### config.mk
export PLATFORM = sky130hd
export DESIGN_NAME = csr_counter_ctrl
export DESIGN_NICKNAME = d
export VERILOG_FILES = /design/src/rtl/csr_counter_ctrl.sv
export SDC_FILE = /design/constraint.sdc
export NUM_CORES = 1
export LEC_CHECK = 0
export BUFFER_PORTS_ARGS = -buffer_cell sky130_fd_sc_hd__buf_2
export CAP_MARGIN = 20
export CORE_UTILIZATION = 56
export DETAILED_ROUTE_END_ITERATION = 6
export PLACE_DENSITY = 0.74
export SLEW_MARGIN = 20
export SYNTH_ARGS = -nofsm -noshare
export SYNTH_HDL_FRONTEND = slang
export SYNTH_SLANG_ARGS = --single-unit
export TNS_END_PERCENT = 50
### constraint.sdc
create_clock -name clk -period 2.38 [get_ports clk]
set_input_delay 0.476 -clock clk [delete_from_list [all_inputs] [get_ports clk]]
set_output_delay 0.476 -clock clk [all_outputs]
set_load 0.01 [all_outputs]
### src/rtl/csr_counter_ctrl.sv
// rtl/csr_counter_ctrl.sv - cycle/instret counter CSR controller with req/ack access FSM
// Define CSR_CNT_INHIBIT_EN to implement mcountinhibit at 0x320; otherwise counters always run.
module csr_counter_ctrl #(
   parameter int                XLEN        = 32,
   parameter logic [2*XLEN-1:0] CYCLE_RST   = '0,
   parameter logic [2*XLEN-1:0] INSTRET_RST = '0
) (
   input  logic            clk,
   input  logic            nreset,
   input  logic            csr_req,
   input  logic [11:0]     csr_addr,
   input  logic [1:0]      csr_rw_mode,
   input  logic [XLEN-1:0] csr_wdata,
   input  logic            instr_retired,
   output logic [XLEN-1:0] csr_rdata,
   output logic            csr_ack,
   output logic            csr_illegal
);

   typedef enum logic [1:0] {S_IDLE, S_ACCESS, S_COMMIT, S_RESP} state_t;
   typedef enum logic [2:0] {T_NONE, T_CYC_LO, T_CYC_HI, T_IR_LO, T_IR_HI, T_INH} tgt_t;

   localparam logic [2*XLEN-1:0] CNT_ONE = {{(2*XLEN-1){1'b0}}, 1'b1};

   state_t            state_q;
   state_t            state_d;
   logic [11:0]       addr_q;
   logic [1:0]        mode_q;
   logic [XLEN-1:0]   wdata_q;
   tgt_t              tgt_q;
   tgt_t              tgt_d;
   logic              ro_d;
   logic              illegal_d;
   logic [XLEN-1:0]   old_d;
   logic [XLEN-1:0]   new_d;
   logic [XLEN-1:0]   new_q;
   logic [2*XLEN-1:0] cycle_q;
   logic [2*XLEN-1:0] instret_q;
   logic              inh_cy;
   logic              inh_ir;
   logic              commit;

   assign commit  = (state_q == S_COMMIT);
   assign csr_ack = (state_q == S_RESP);

`ifdef CSR_CNT_INHIBIT_EN
   localparam logic [XLEN-1:0] INH_MASK = {{(XLEN-3){1'b0}}, 3'b101};

   logic [XLEN-1:0] inhibit_q;

   assign inh_cy = inhibit_q[0];
   assign inh_ir = inhibit_q[2];

   always_ff @(posedge clk or negedge nreset) begin
      if (!nreset) begin
         inhibit_q <= '0;
      end else if (commit && tgt_q == T_INH) begin
         inhibit_q <= new_q & INH_MASK;
      end
   end
`else
   assign inh_cy = 1'b0;
   assign inh_ir = 1'b0;
`endif

   // Read-only user aliases share targets with their machine counterparts.
   always_comb begin
      tgt_d = T_NONE;
      ro_d  = 1'b0;
      case (addr_q)
         12'hC00: begin tgt_d = T_CYC_LO; ro_d = 1'b1; end
         12'hC80: begin tgt_d = T_CYC_HI; ro_d = 1'b1; end
         12'hC02: begin tgt_d = T_IR_LO;  ro_d = 1'b1; end
         12'hC82: begin tgt_d = T_IR_HI;  ro_d = 1'b1; end
         12'hB00: tgt_d = T_CYC_LO;
         12'hB80: tgt_d = T_CYC_HI;
         12'hB02: tgt_d = T_IR_LO;
         12'hB82: tgt_d = T_IR_HI;
`ifdef CSR_CNT_INHIBIT_EN
         12'h320: tgt_d = T_INH;
`endif
         default: tgt_d = T_NONE;
      endcase
   end

   always_comb begin
      old_d = '0;
      case (tgt_d)
         T_CYC_LO: old_d = cycle_q[XLEN-1:0];
         T_CYC_HI: old_d = cycle_q[2*XLEN-1:XLEN];
         T_IR_LO:  old_d = instret_q[XLEN-1:0];
         T_IR_HI:  old_d = instret_q[2*XLEN-1:XLEN];
`ifdef CSR_CNT_INHIBIT_EN
         T_INH:    old_d = inhibit_q;
`endif
         default:  old_d = '0;
      endcase
   end

   always_comb begin
      illegal_d = (tgt_d == T_NONE) || (ro_d && mode_q != 2'b00);
      new_d     = old_d;
      case (mode_q)
         2'b01:   new_d = wdata_q;
         2'b10:   new_d = old_d | wdata_q;
         2'b11:   new_d = old_d & ~wdata_q;
         default: new_d = old_d;
      endcase
   end

   always_comb begin
      state_d = state_q;
      case (state_q)
         S_IDLE:   if (csr_req) state_d = S_ACCESS;
         S_ACCESS: state_d = (!illegal_d && mode_q != 2'b00) ? S_COMMIT : S_RESP;
         S_COMMIT: state_d = S_RESP;
         S_RESP:   state_d = S_IDLE;
         default:  state_d = S_IDLE;
      endcase
   end

   always_ff @(posedge clk or negedge nreset) begin
      if (!nreset) begin
         state_q <= S_IDLE;
      end else begin
         state_q <= state_d;
      end
   end

   always_ff @(posedge clk or negedge nreset) begin
      if (!nreset) begin
         addr_q      <= '0;
         mode_q      <= '0;
         wdata_q     <= '0;
         tgt_q       <= T_NONE;
         new_q       <= '0;
         csr_rdata   <= '0;
         csr_illegal <= 1'b0;
      end else begin
         if (state_q == S_IDLE && csr_req) begin
            addr_q  <= csr_addr;
            mode_q  <= csr_rw_mode;
            wdata_q <= csr_wdata;
         end
         if (state_q == S_ACCESS) begin
            csr_rdata   <= illegal_d ? '0 : old_d;
            csr_illegal <= illegal_d;
            tgt_q       <= illegal_d ? T_NONE : tgt_d;
            new_q       <= new_d;
         end
      end
   end

   // A committed half is written exactly; the whole counter skips its increment that edge.
   always_ff @(posedge clk or negedge nreset) begin
      if (!nreset) begin
         cycle_q <= CYCLE_RST;
      end else if (commit && tgt_q == T_CYC_LO) begin
         cycle_q[XLEN-1:0] <= new_q;
      end else if (commit && tgt_q == T_CYC_HI) begin
         cycle_q[2*XLEN-1:XLEN] <= new_q;
      end else if (!inh_cy) begin
         cycle_q <= cycle_q + CNT_ONE;
      end
   end

   always_ff @(posedge clk or negedge nreset) begin
      if (!nreset) begin
         instret_q <= INSTRET_RST;
      end else if (commit && tgt_q == T_IR_LO) begin
         instret_q[XLEN-1:0] <= new_q;
      end else if (commit && tgt_q == T_IR_HI) begin
         instret_q[2*XLEN-1:XLEN] <= new_q;
      end else if (instr_retired && !inh_ir) begin
         instret_q <= instret_q + CNT_ONE;
      end
   end

endmodule
== Word level (Yosys, flattened, before mapping) ==
Index checks and enable logic that the tools add are counted.

* Register bits after elaboration: 244
* Bits of input ports: 50
* Word-level logic and storage cells: 80

* Add/sub/neg operators: 2
* Equal/unequal tests: 25
* Muxes and demuxes: 16
* Bitwise logic cells: 4
* Reductions and logical operators: 21

{| class="wikitable"
|+ Operators by type and width
! cell !! number
|-
| two-way mux 32 bit || 7
|-
| adder 64 x 1 -> 64 bit, second input constant || 2
|-
| case mux 32 bit (4 select lines) || 1
|-
| equality test 12 bit, second input constant || 8
|-
| case mux 32 bit (3 select lines) || 1
|-
| two-way mux 64 bit || 1
|-
| AND 32 bit || 1
|-
| inverter 32 bit || 1
|-
| bitwise OR 32 bit || 1
|-
| equality test 3 x 2 -> 1 bit, second input constant || 4
|-
| case mux 3 bit (4 select lines) || 1
|-
| equality test 2 bit, second input constant || 4
|-
| case mux 2 bit (4 select lines) || 1
|-
| OR reduction 2 bit || 4
|-
| logical AND 1 bit || 7
|-
| equality test 3 x 1 -> 1 bit, second input constant || 2
|-
| equality test 3 bit, second input constant || 2
|-
| inequality test 2 bit, second input constant || 3
|-
| nonzero test 2 bit || 3
|-
| equality test 2 x 1 -> 1 bit, second input constant || 2
|-
| AND reduction 2 bit || 2
|-
| OR reduction 4 bit || 1
|-
| logical NOT 3 bit || 1
|-
| two-way mux 3 bit || 1
|-
| 6 further kinds || 7
|}

== Depth between registers and ports, before layout ==
Gate-level depths: netlist (run 1).

* Word-level depth: 9
* Gate-level depth with buffers: 10
* Depth with buffers taken out: 7

== Worst setup path before layout (run 1) ==
Ideal clock, no wire load.

* Path type: register to register
* Start point: reg cycle_q[0]
* End point: reg cycle_q[54]
* Arrival: 2.090 ns
* Slack: 0.171 ns
* Cell stages (with the launch flop): 8
* Buffers on the path: 1
* Cell sequence: dfrtp_1 ha_1 nand3_2 or4_4 nor4_4 buf_4 nand3_2 a31o_1

* Longest elaborated chain between the ends: 2

{| class="wikitable"
|+ Ends and longest elaborated chain
! what !! RTL line !! text
|-
| start, declared || 37 || <nowiki>logic [2*XLEN-1:0] cycle_q;</nowiki>
|-
| start signal, assigned by index || 159 || <nowiki>cycle_q[XLEN-1:0] <= new_q;</nowiki>
|-
| start signal, assigned by index || 161 || <nowiki>cycle_q[2*XLEN-1:XLEN] <= new_q;</nowiki>
|-
| start signal, assigned || 163 || <nowiki>cycle_q <= cycle_q + CNT_ONE;</nowiki>
|-
| adder 64 x 1 -> 64 bit || 163 ||
|-
| two-way mux 32 bit || 160 || <nowiki>end else if (commit && tgt_q == T_CYC_HI) begin</nowiki>
|}

No other way between the ends.
A chain may end at the register's enable or synchronous reset.

== Worst setup path in the final report (run 1) ==
* Start point: reg instret_q[26]
* End point: reg instret_q[51]

* Longest elaborated chain between the ends: 3

{| class="wikitable"
|+ Ends and longest elaborated chain
! what !! RTL line !! text
|-
| start, declared || 38 || <nowiki>logic [2*XLEN-1:0] instret_q;</nowiki>
|-
| start signal, assigned by index || 171 || <nowiki>instret_q[XLEN-1:0] <= new_q;</nowiki>
|-
| start signal, assigned by index || 173 || <nowiki>instret_q[2*XLEN-1:XLEN] <= new_q;</nowiki>
|-
| start signal, assigned || 175 || <nowiki>instret_q <= instret_q + CNT_ONE;</nowiki>
|-
| adder 64 x 1 -> 64 bit || 175 ||
|-
| two-way mux 64 bit || 174 || <nowiki>end else if (instr_retired && !inh_ir) begin</nowiki>
|-
| two-way mux 32 bit || 172 || <nowiki>end else if (commit && tgt_q == T_IR_HI) begin</nowiki>
|}

No other way between the ends. The select of a mux whose other input is x is not followed.

==> results of run 1 <==
## final cells by class
| class | count | area share |
|---|---|---|
| Sequential cell | 244 | 0.351 |
| Clock inverter | 14 | 0.0132 |
| Inverter | 25 | 0.00539 |
| Multi-Input combinational cell | 1210 | 0.465 |
| Tap cell | 330 | 0.0237 |
| Timing Repair Buffer | 226 | 0.0991 |
| Clock buffer | 35 | 0.0428 |
## repair_timing
action                     in CTS  in global routing
hold endpoints to repair       50                  0
setup endpoints to repair       0                 21
gates resized for setup         0                  6
hold buffers                    1                  0
## worst min path at each step
| stage | startpoint | to | slack [ps] |
|---|---|---|---|
| 5_1_grt | csr_addr[4] | addr_q[4] | 150 |
| 3_5_place_dp | nreset | cycle_q[23] | 450 |
| 4_1_cts | csr_wdata[6] | wdata_q[6] | 150 |
| 6_report | csr_wdata[6] | wdata_q[6] | 160 |
| 2_1_floorplan | nreset | addr_q[0] | 180 |
| 3_3_place_gp | nreset | cycle_q[23] | 460 |
## synthesized netlist by cell type (11+ instances only)
master    number  share of area
dfrtp_1      244           0.42
nand2_1      157          0.040
a21oi_1      123          0.042
clkbuf_1     103          0.026
nand3_1       92          0.031
nor2_1        78          0.020
o22ai_1       61          0.026
a22oi_1       49          0.025
mux2_2        47          0.036
nand4_1       45          0.019
o21ai_0       44          0.015
nand2b_1      38          0.016
o211a_1       37          0.025
a22o_1        35          0.021
o211ai_1      35          0.018
xor2_1        33          0.020
mux2i_1       32          0.022
nor3_1        30          0.010
inv_1         25         0.0064
or4_1         23          0.012
and3_1        18         0.0077
a211oi_1      17         0.0087
o311ai_0      16         0.0095
or3_1         15         0.0064
buf_2         14         0.0048
nor4_1        14         0.0060
a311oi_1      11         0.0065
and2_1        11         0.0047
## logic make-up (layout without fill, tap and decap cells)
| logic type | count (synthesis) | count (layout) | share of synthesized area |
|---|---|---|---|
| DFF | 244 | 244 | 0.415 |
| muxes | 79 | 79 | 0.0578 |
| xor gates and xnor gates | 33 | 33 | 0.0196 |
| adders and majority gates | 7 | 7 | 0.00595 |
| and+or+nand+nor | 581 | 581 | 0.217 |
| AOI/OAI and AO/OA | 510 | 510 | 0.244 |
| buffers and inverters | 151 | 300 | 0.0400 |
## sequential cells by signal, indices dropped and copies added, names as in the netlist
signal and cells:
cycle_q 64, instret_q 64, csr_rdata 32, new_q 32, wdata_q 32, addr_q 12, tgt_q 3, mode_q 2
state_q 2, csr_illegal 1
## per-stage QoR
step / cells / total power [mW] / setup WS [ps] / area, um2
2_1_floorplan: 1605 / 8.88 / 171 / 14700
3_3_place_gp: 2034 / 10.5 / 75.8 / 16400
3_5_place_dp: 2034 / 10.6 / 48.2 / 16400
4_1_cts: 2084 / 15.3 / 44.8 / 17400
5_1_grt: 2084 / 16.0 / -53.3 / 17400
6_report: 2084 / 15.5 / 33.4 / 17400
## power by group through the flow
stage	Combinational [mW]	Sequential (mW)	Clock (mW)
2_1_floorplan	3.23	5.65	0
3_3_place_gp	4.19	6.28	0
3_5_place_dp	4.32	6.32	0
4_1_cts	4.37	6.24	4.69
5_1_grt	4.80	6.39	4.84
6_report	4.44	6.37	4.68
## worst reg2reg max path, stage by stage, from the launching register on
cell	delay [ps]
dfrtp_1	530
and4_1	330
nand4_1	150
nor4_1	390
buf_4	200
nand4_2	270
o311ai_1	360
## layer usage
| layer | GRT usage | vias up | share of wire |
|---|---|---|---|
| met5 | 0 | - | 0 |
| met4 | 0.106 | 0 | 0.027 |
| met3 | 0.0775 | 118 | 0.12 |
| met2 | 0.594 | 865 | 0.44 |
| met1 | 0.582 | 7255 | 0.41 |
| li1 | - | 6421 | - |
==> impl_results.md, run 1 <==
- DR vias: 14.7k
- Avg Cell Area, Syn: 9.17 um2
- Reg-to-reg slack, setup: 30 ps
- Number of diodes: 0
- Count of final setup violators: 0
- YS warnings: 0
- Internal: 9.81 mW
- Reg2Reg Depth: 6
- Synth cell types: 75
- 1st-iter DRT viols: ~1.8k
- Clk buf depth: 3
- Flop pwr share: 0.411
- Clock Skews: 10.2 ps
- Slowest stage delay, CP: 530 ps
- CTS Buf Count: 27
- Vias/cell: 7.03
- Vias in the first global route: approximately 14k
- Power Density: 889 nW/um2
- Grt total ovfl: 0
- Hold Path Depth: 2
- Area delta synth->final: 18.4%
- Achievable frequency: about 430 MHz
- Worst Setup End Kind: register
- Max_slew headroom: 0.591
- Most common cell after layout, fill and taps aside: dfrtp_1
- Worst path required time: ~2800 ps
- Critical path startpoint category: register
- Commonest cells after routing, fill and taps aside: 239 x dfrtp_1, 156 x nand2_1, 124 x buf_4, 123 x a21oi_1, 92 x nand3_1
- Cells along the critical path: and4_1 > nand4_1 > nor4_1 > buf_4 > nand4_2 > o311ai_1
- Register area: 6110 um2
- Post-synthesis async set-or-reset flop share: 1.00
- Critical path origin: instret_q[26]
- Critical path class: reg -> reg
- CTS H-tree lvls: 1
- Die Ht: about 160 um
- Post-synthesis sequential area ratio: 0.415
- Sw Share: 0.367
- Clock latency on the worst-skew pair: 550 ps
- RSZ-0062 raised after global routing: true
- Total core area: approximately 25000 um2
- Starting density of the core: 0.578
- Layout cells sized above 1: 0.209
- Syn Nets: 1662
- Crit Path Max Fanout: 8
- Fillers: between 2k and 2.5k
- Clock Sinks: roughly 240
- Fin crit share: 0.986
- Crit path depth: 6
- Crit path buffers/inverters: 1
- Antenna-violating nets left: 0
- Critical R2R Capture: instret_q[51]
- Multi-input gate area in the final layout: 8100 um2
- Post-CTS Setup Bufs: 0
- Chip Width: 164 um
- GRT Resource Usage Total: 0.396
- Slew at the pin closest to its max-slew limit: roughly 610 ps
- Clk slew on worst S/H paths: about 70 ps
- Routed wire length: 52.8 mm
- Placer Congestion: 1.00
- Initial antenna violation count: 0
- Reg-to-reg startpoint: instret_q[26]
- Final hold slack: 159 ps
- I/O pins: 84
- Worst EP arrival: 2780 ps
- Synth Register Bits: around 240
- Min-Delay Path Class: in -> reg
- CTS root buffer: clkbuf_16
- Drt pass-1 iters: 6
- Detailed placement HPWL: 37.5 mm
- Post-Syn Area: 14700 um2
- Largest net degree at the start of global routing: 69
- Buffers on Ports: between 80 and 90
- Worst vdd ir: 1.26 mV
- Mapped Cells: between 1.5k and 2k
- Wire per inst: 25.3 um
- Final hold viol count: 0
- Post-synth EDFFs: 0
- Leakage: 7.38 nW
- Utilization after layout: 0.684
- MaxCap Viol Count: 0
- Most used flip-flop cell after synthesis: dfrtp_1
- Layout net count: 1791
- Slowest cell on the critical path: dfrtp_1
- Placement Rows: 58
- Clock power share: 0.302
- Switching power: 5.68 mW
- Final Max Tran Viols: 0
- Die ar.: 26900 um2
- CP endpoint: instret_q[51]
- Run status: complete, no violations
- Min cycle time layout: 2350 ps
- Setup TNS: 0 ps
- CTS tree: done
- Combinational power share: 0.287
- First-pass GRT wire length: ~80 mm
- # DRC: 0
- Critical path's top delay family: simple AND/OR/NAND/NOR gates
No activity file was read; power rests on OpenSTA's default activity.
==> run 2: changes to the inputs <==
--- a/config.mk
+++ b/config.mk
@@ -7,9 +7,9 @@
 export LEC_CHECK = 0
 export BUFFER_PORTS_ARGS = -buffer_cell sky130_fd_sc_hd__buf_2
 export CAP_MARGIN = 20
-export CORE_UTILIZATION = 56
+export CORE_UTILIZATION = 67
 export DETAILED_ROUTE_END_ITERATION = 6
-export PLACE_DENSITY = 0.74
+export PLACE_DENSITY = 0.83
 export SLEW_MARGIN = 20
 export SYNTH_ARGS = -nofsm -noshare
 export SYNTH_HDL_FRONTEND = slang
==> constraint.sdc (replaced) <==
create_clock -name clk -period 2.8 [get_ports clk]
set_input_delay 0.56 -clock clk [delete_from_list [all_inputs] [get_ports clk]]
set_output_delay 0.56 -clock clk [all_outputs]
set_load 0.01 [all_outputs]
==> run 2 against run 1 <==
Effect of this change:
- the run now ends with negative hold slack left
- die area fell by 16%
- first-iteration DRC count rose by 4.2%
- power shrank 17%
- clock power decreased by 25%
- utilization increased by 9.4 points
- combinational power is 11% lower
- global-route usage up 6.9 points
- register-to-register slack better by 200 ps
- largest cell class unchanged
- clock skew rose by 10 ps
- non-clock buffer count decreased by 81
- via count grew 0.14%
==> impl_results.md, run 2 (same netlist as run 1, synthesis figures left out) <==
- Leakage: between 6 and 7 nW
- Min-Delay Path Class: in -> async
- CTS tree: done
- Largest net degree at the start of global routing: 70
- Total core area: 21300 um2
- Final hold slack: -40.3 ps
- Critical path's top delay family: simple AND/OR/NAND/NOR gates
- Layout net count: about 1.7k
- Most used cell, CP: nand4_2
- Critical path startpoint category: register
- Area delta synth->final: 12.5%
- Post-DP Area: 15700 um2
- Drt pass-1 iters: 6
- Clock Skews: 20.2 ps
- Post-layout power: 12.9 mW
- Slowest cell on the critical path: or4_1
- Routed wire length: 51.6 mm
- CTS Buf Count: 27
- Number of diodes: 0
- First-pass GRT wire length: 79.6 mm
- Final Max Tran Viols: 0
- DR vias: 14.7k
- Power Density: 777 nW/um2
- Critical path class: reg -> reg
- CTS H-tree lvls: 1
- Final hold viol count: 14
- Min cycle time layout: 2560 ps
- 1st-iter DRT viols: 1895
- Achievable frequency: 390 MHz
- Detailed placement HPWL: 34.8 mm
- Die ar.: 22600 um2
- Placement Rows: 53
- Clock Sinks: 244
- Slowest stage delay, CP: 610 ps
- Crit path buffers/inverters: 0
- Layout cells sized above 1: 0.168
- Crit Path Max Fanout: 8
- Max_slew headroom: 0.591
- Grt total ovfl: 0
- Reg-to-reg startpoint: instret_q[10]
- CTS root buffer: clkbuf_16
- Placer Congestion: 1.02
- Wire per inst: 26.5 um
- Worst vdd ir: 1.06 mV
- Worst EP arrival: 3010 ps
- Worst path required time: 3250 ps
- RSZ-0062 raised after global routing: false
- Antenna-violating nets left: 0
- Chip Width: 150 um
- I/O pins: 84
- Critical R2R Capture: instret_q[51]
- Clk buf depth: 3
- Fillers: 1385
- GRT Resource Usage Total: 0.466
- MaxCap Viol Count: 0
- Setup TNS: 0 ps
- Count of final setup violators: 0
- Run status: finished, violations left
- Regs by FF count: cycle_q (64), instret_q (64)
- Post-cts sizing count: 0
- Cells along the critical path: nand4_2 > or4_1 > nor3_2 > nand4_2 > o311ai_1
- Most common cell after layout, fill and taps aside: dfrtp_1
- Fin crit share: 0.915
- Failing checks: negative hold slack
- Clock latency on the worst-skew pair: 560 ps
- Reg2Reg Depth: 5
- Slew at the pin closest to its max-slew limit: approximately 610 ps
- Commonest cells after routing, fill and taps aside: 243 x dfrtp_1, 155 x nand2_1, 123 x a21oi_1, 92 x nand3_1, 82 x buf_2
- Hold_buf cts: 0
- Clk slew on worst S/H paths: ~70 ps
- Buffers on Ports: 83
- # DRC: 0
- Vias in the first global route: 14.0k
- Die Ht: 150 um
- Vias/cell: 7.54
- Initial antenna violation count: 0
- Starting density of the core: 0.691
- Worst Setup End Kind: register
- Post-CTS Setup Bufs: 0
- Utilization after layout: 0.778
- Final instance area: 16600 um2
- Reg-to-reg slack, setup: 240 ps
## run 2: cell types whose count changed in the layout (fill, tap and decap cells not counted), moves of 2 or more
| cell | change |
|---|---|
| buf_4 | -75 |
| clkbuf_8 | +2 |
| dfrtp_1 | +4 |
| bufinv_16 | -6 |
| buf_12 | -5 |
| dfrtp_2 | -4 |
## run 2: metrics by stage
stage / instances / worst slack, ps
2_1_floorplan: 1605 / 591
3_3_place_gp: 1899 / 333
3_5_place_dp: 1899 / 257
4_1_cts: 1946 / 137
5_1_grt: 1946 / 99.1
6_report: 1946 / 238
## run 2: worst max-delay path by stage
stage                         end  depth (start not counted)          start
floorplan             cycle_q[54]                          7     cycle_q[0]
global placement      cycle_q[46]                          7     cycle_q[0]
detailed placement  instret_q[41]                          7     state_q[0]
CTS                  csr_rdata[8]                          6      addr_q[8]
global route          cycle_q[44]                          7     cycle_q[0]
finish              instret_q[51]                          5  instret_q[10]
## run 2: cell type report
class | instances | area [um2] | area share
Sequential cell | 244 | 6110 | 0.369
Tap cell | 275 | 344 | 0.0208
Timing Repair Buffer | 145 | 1050 | 0.0636
Clock buffer | 37 | 773 | 0.0467
Inverter | 25 | 93.8 | 0.00567
Multi-Input combinational cell | 1210 | 8100 | 0.489
Clock inverter | 10 | 85.1 | 0.00514
## run 2: power by group
group          internal, mW  switching [mW]
clock                  1.95            1.55
sequential             4.21            1.24
combinational          1.67            2.26
## run 2: per-layer routing
| layer | part of all wire | GRT usage | wire (um) | vias up |
|---|---|---|---|---|
| met5 | 0 | 0 | 0 | - |
| met4 | 0.042 | 0.187 | 2170 | 0 |
| met3 | 0.15 | 0.145 | 7850 | 177 |
| met2 | 0.44 | 0.698 | 22600 | 1165 |
| met1 | 0.37 | 0.629 | 19000 | 7077 |
| li1 | - | - | - | 6261 |
==> run 3: changes to the inputs <==
--- a/config.mk
+++ b/config.mk
@@ -5,10 +5,10 @@
 export SDC_FILE = /design/constraint.sdc
 export NUM_CORES = 1
 export LEC_CHECK = 0
-export BUFFER_PORTS_ARGS = -buffer_cell sky130_fd_sc_hd__buf_2
 export CAP_MARGIN = 20
-export CORE_UTILIZATION = 67
+export CORE_UTILIZATION = 70
 export DETAILED_ROUTE_END_ITERATION = 6
+export DONT_BUFFER_PORTS = 1
 export PLACE_DENSITY = 0.83
 export SLEW_MARGIN = 20
 export SYNTH_ARGS = -nofsm -noshare
==> run 3 against run 2 <==
Effect of this change:
- the flow finishes with violations (design-rule violations, negative hold slack)
- first-iteration DRC count grew 7.5%
- via count is 2.1% lower
- hold slack lost 240 ps
- global-route usage fell by 0.34 points
- largest power group unchanged
- clock skew up 2.1 ps
- sequential share of layout area up 1.3 points
==> impl_results.md, run 3 (same netlist as run 1, synthesis figures left out) <==
- Run status: finished, violations left
- Failing checks: design-rule violations, negative hold slack
- Commonest cells after routing, fill and taps aside: 243 x dfrtp_1, 156 x nand2_1, 123 x a21oi_1, 92 x nand3_1, 75 x nor2_1
- I/O pins: 84
- CTS tree: done
- GRT Resource Usage Total: 0.462
- Min cycle time layout: ~2700 ps
- Setup TNS: 0 ps
- CTS H-tree lvls: 1
- Reg2Reg Depth: 7
- Placer Congestion: 1.00
- Reg-to-reg slack, setup: between 90 and 100 ps
- Number of diodes: 0
- CTS Buf Count: 26
- Achievable frequency: 369 MHz
- Worst path required time: between 3000 and 4000 ps
- Total core area: 20400 um2
- Min-Delay Path Class: in -> async
- Count of final setup violators: 0
- Worst vdd ir: 1.15 mV
- Post-CTS Setup Bufs: 0
- Vias/cell: 7.74
- Clk buf depth: 3
- Clk slew on worst S/H paths: ~70 ps
- Slowest cell on the critical path: o21ai_2
- Max_slew headroom: 0.262
- Regs by FF count: cycle_q (64), instret_q (64)
- Die ar.: 21600 um2
- Antenna-violating nets left: 0
- Worst EP arrival: 3120 ps
- Vias in the first global route: about 14k
- Placement Rows: 52
- Crit Path Max Fanout: 24
- Chip Width: around 150 um
- Leakage: roughly 6.5 nW
- Utilization after layout: 0.783
- Power Density: 790 nW/um2
- Worst Setup End Kind: register
- Initial antenna violation count: 1
- Die Ht: 147 um
- First-pass GRT wire length: 77.5 mm
- MaxCap Viol Count: 0
- DR vias: roughly 14k
- Buffers on Ports: 0
- Layout net count: 1623
- Layout cells sized above 1: 0.121
- Final Max Tran Viols: 0
- Slowest stage delay, CP: 850 ps
- Starting density of the core: 0.720
- Clock Skews: 22.3 ps
- RSZ-0062 raised after global routing: false
- Slew at the pin closest to its max-slew limit: about 1100 ps
- Critical path class: reg -> reg
- Wire per inst: 26.8 um
- Clock Sinks: 244
- Grt total ovfl: 0
- Final hold viol count: 244
- Cells along the critical path: inv_1 > ha_1 > and3b_1 > o21ai_2 > buf_4 > a22oi_1 > o311ai_0
- Drt pass-1 iters: 7
- Final hold slack: -282 ps
- Reg-to-reg startpoint: state_q[0]
- Critical R2R Capture: instret_q[27]
- CTS root buffer: clkbuf_16
- Detailed placement HPWL: 33.6 mm
- Routed wire length: ~50 mm
- Most common cell after layout, fill and taps aside: dfrtp_1
- Fin crit share: 0.968
- Largest net degree at the start of global routing: about 250
- 1st-iter DRT viols: roughly 2.0k
- Clock latency on the worst-skew pair: between 500 and 600 ps
- Critical path startpoint category: register
- Area delta synth->final: 8.73%
- # DRC: 19
==> run 3: cell types whose count changed in the layout (fill, tap and decap cells not counted), moves of 2 or more <==
cell and change:
clkbuf_1 +2, buf_12 -7, clkinv_2 +4, bufinv_16 +2
clkinvlp_4 -2, buf_2 -82, clkbuf_8 -4, clkinv_4 +2
buf_4 +4
==> run 3: critical path, delay by kind of cell, from the launching register on <==
kind,cells,cell delay [ps]
adders and majority gates,1,340
AOI/OAI and AO/OA,3,1060
DFF,1,450
buffers and inverters,2,440
and+or+nand+nor,1,270
==> run 3: per-stage QoR <==
step | setup WS [ps] | area [um2] | std cells | power [mW]
finish | 90.3 | 16000 | 1856 | 12.6
detailed placement | 201 | 15100 | 1808 | 8.89
global route | 17.6 | 16000 | 1856 | 13.0
CTS | 180 | 16000 | 1856 | 12.4
global placement | 326 | 15100 | 1808 | 8.70
floorplan | 591 | 14700 | 1605 | 7.55
==> run 3: timing repair <==
item / in CTS / in global routing
hold endpoints to repair: 244 / 244
resized for setup: 0 / 1
setup endpoints to repair: 0 / 3
==> run 3: area by class of cell <==
| type | count | area, um2 |
|---|---|---|
| Fill cell | 1333 | 4430 |
| Clock inverter | 14 | 144 |
| Multi-Input combinational cell | 1210 | 8090 |
| Sequential cell | 244 | 6110 |
| Tap cell | 270 | 338 |
| Inverter | 25 | 93.8 |
| Clock buffer | 34 | 701 |
| Timing Repair Buffer | 59 | 518 |
==> run 3: worst max path at each step <==
stage                          start             to  slack (ps)  cells past startpoint
after global placement    cycle_q[0]    cycle_q[46]         330                      7
after detailed placement  state_q[0]    cycle_q[54]         200                      7
after global routing      state_q[0]  instret_q[23]          20                      7
after CTS                 state_q[0]  instret_q[27]         180                      7
after floorplan           cycle_q[0]    cycle_q[54]         590                      7
final                     state_q[0]  instret_q[27]          90                      7
==> run 3: power breakdown <==
part | total (mW) | switching (mW) | internal (mW)
Combinational | 3.74 | 2.11 | 1.63
Sequential | 5.46 | 1.25 | 4.21
Clock | 3.45 | 1.49 | 1.96
==> run 3: routing by layer <==
| metal | GRT usage | vias up | routed length, um |
|---|---|---|---|
| li1 | - | 6076 | - |
| met2 | 0.686 | 1211 | 21500 |
| met1 | 0.633 | 6870 | 18200 |
| met3 | 0.148 | 209 | 7880 |
| met5 | 0 | - | 0 |
| met4 | 0.180 | 0 | 2230 |
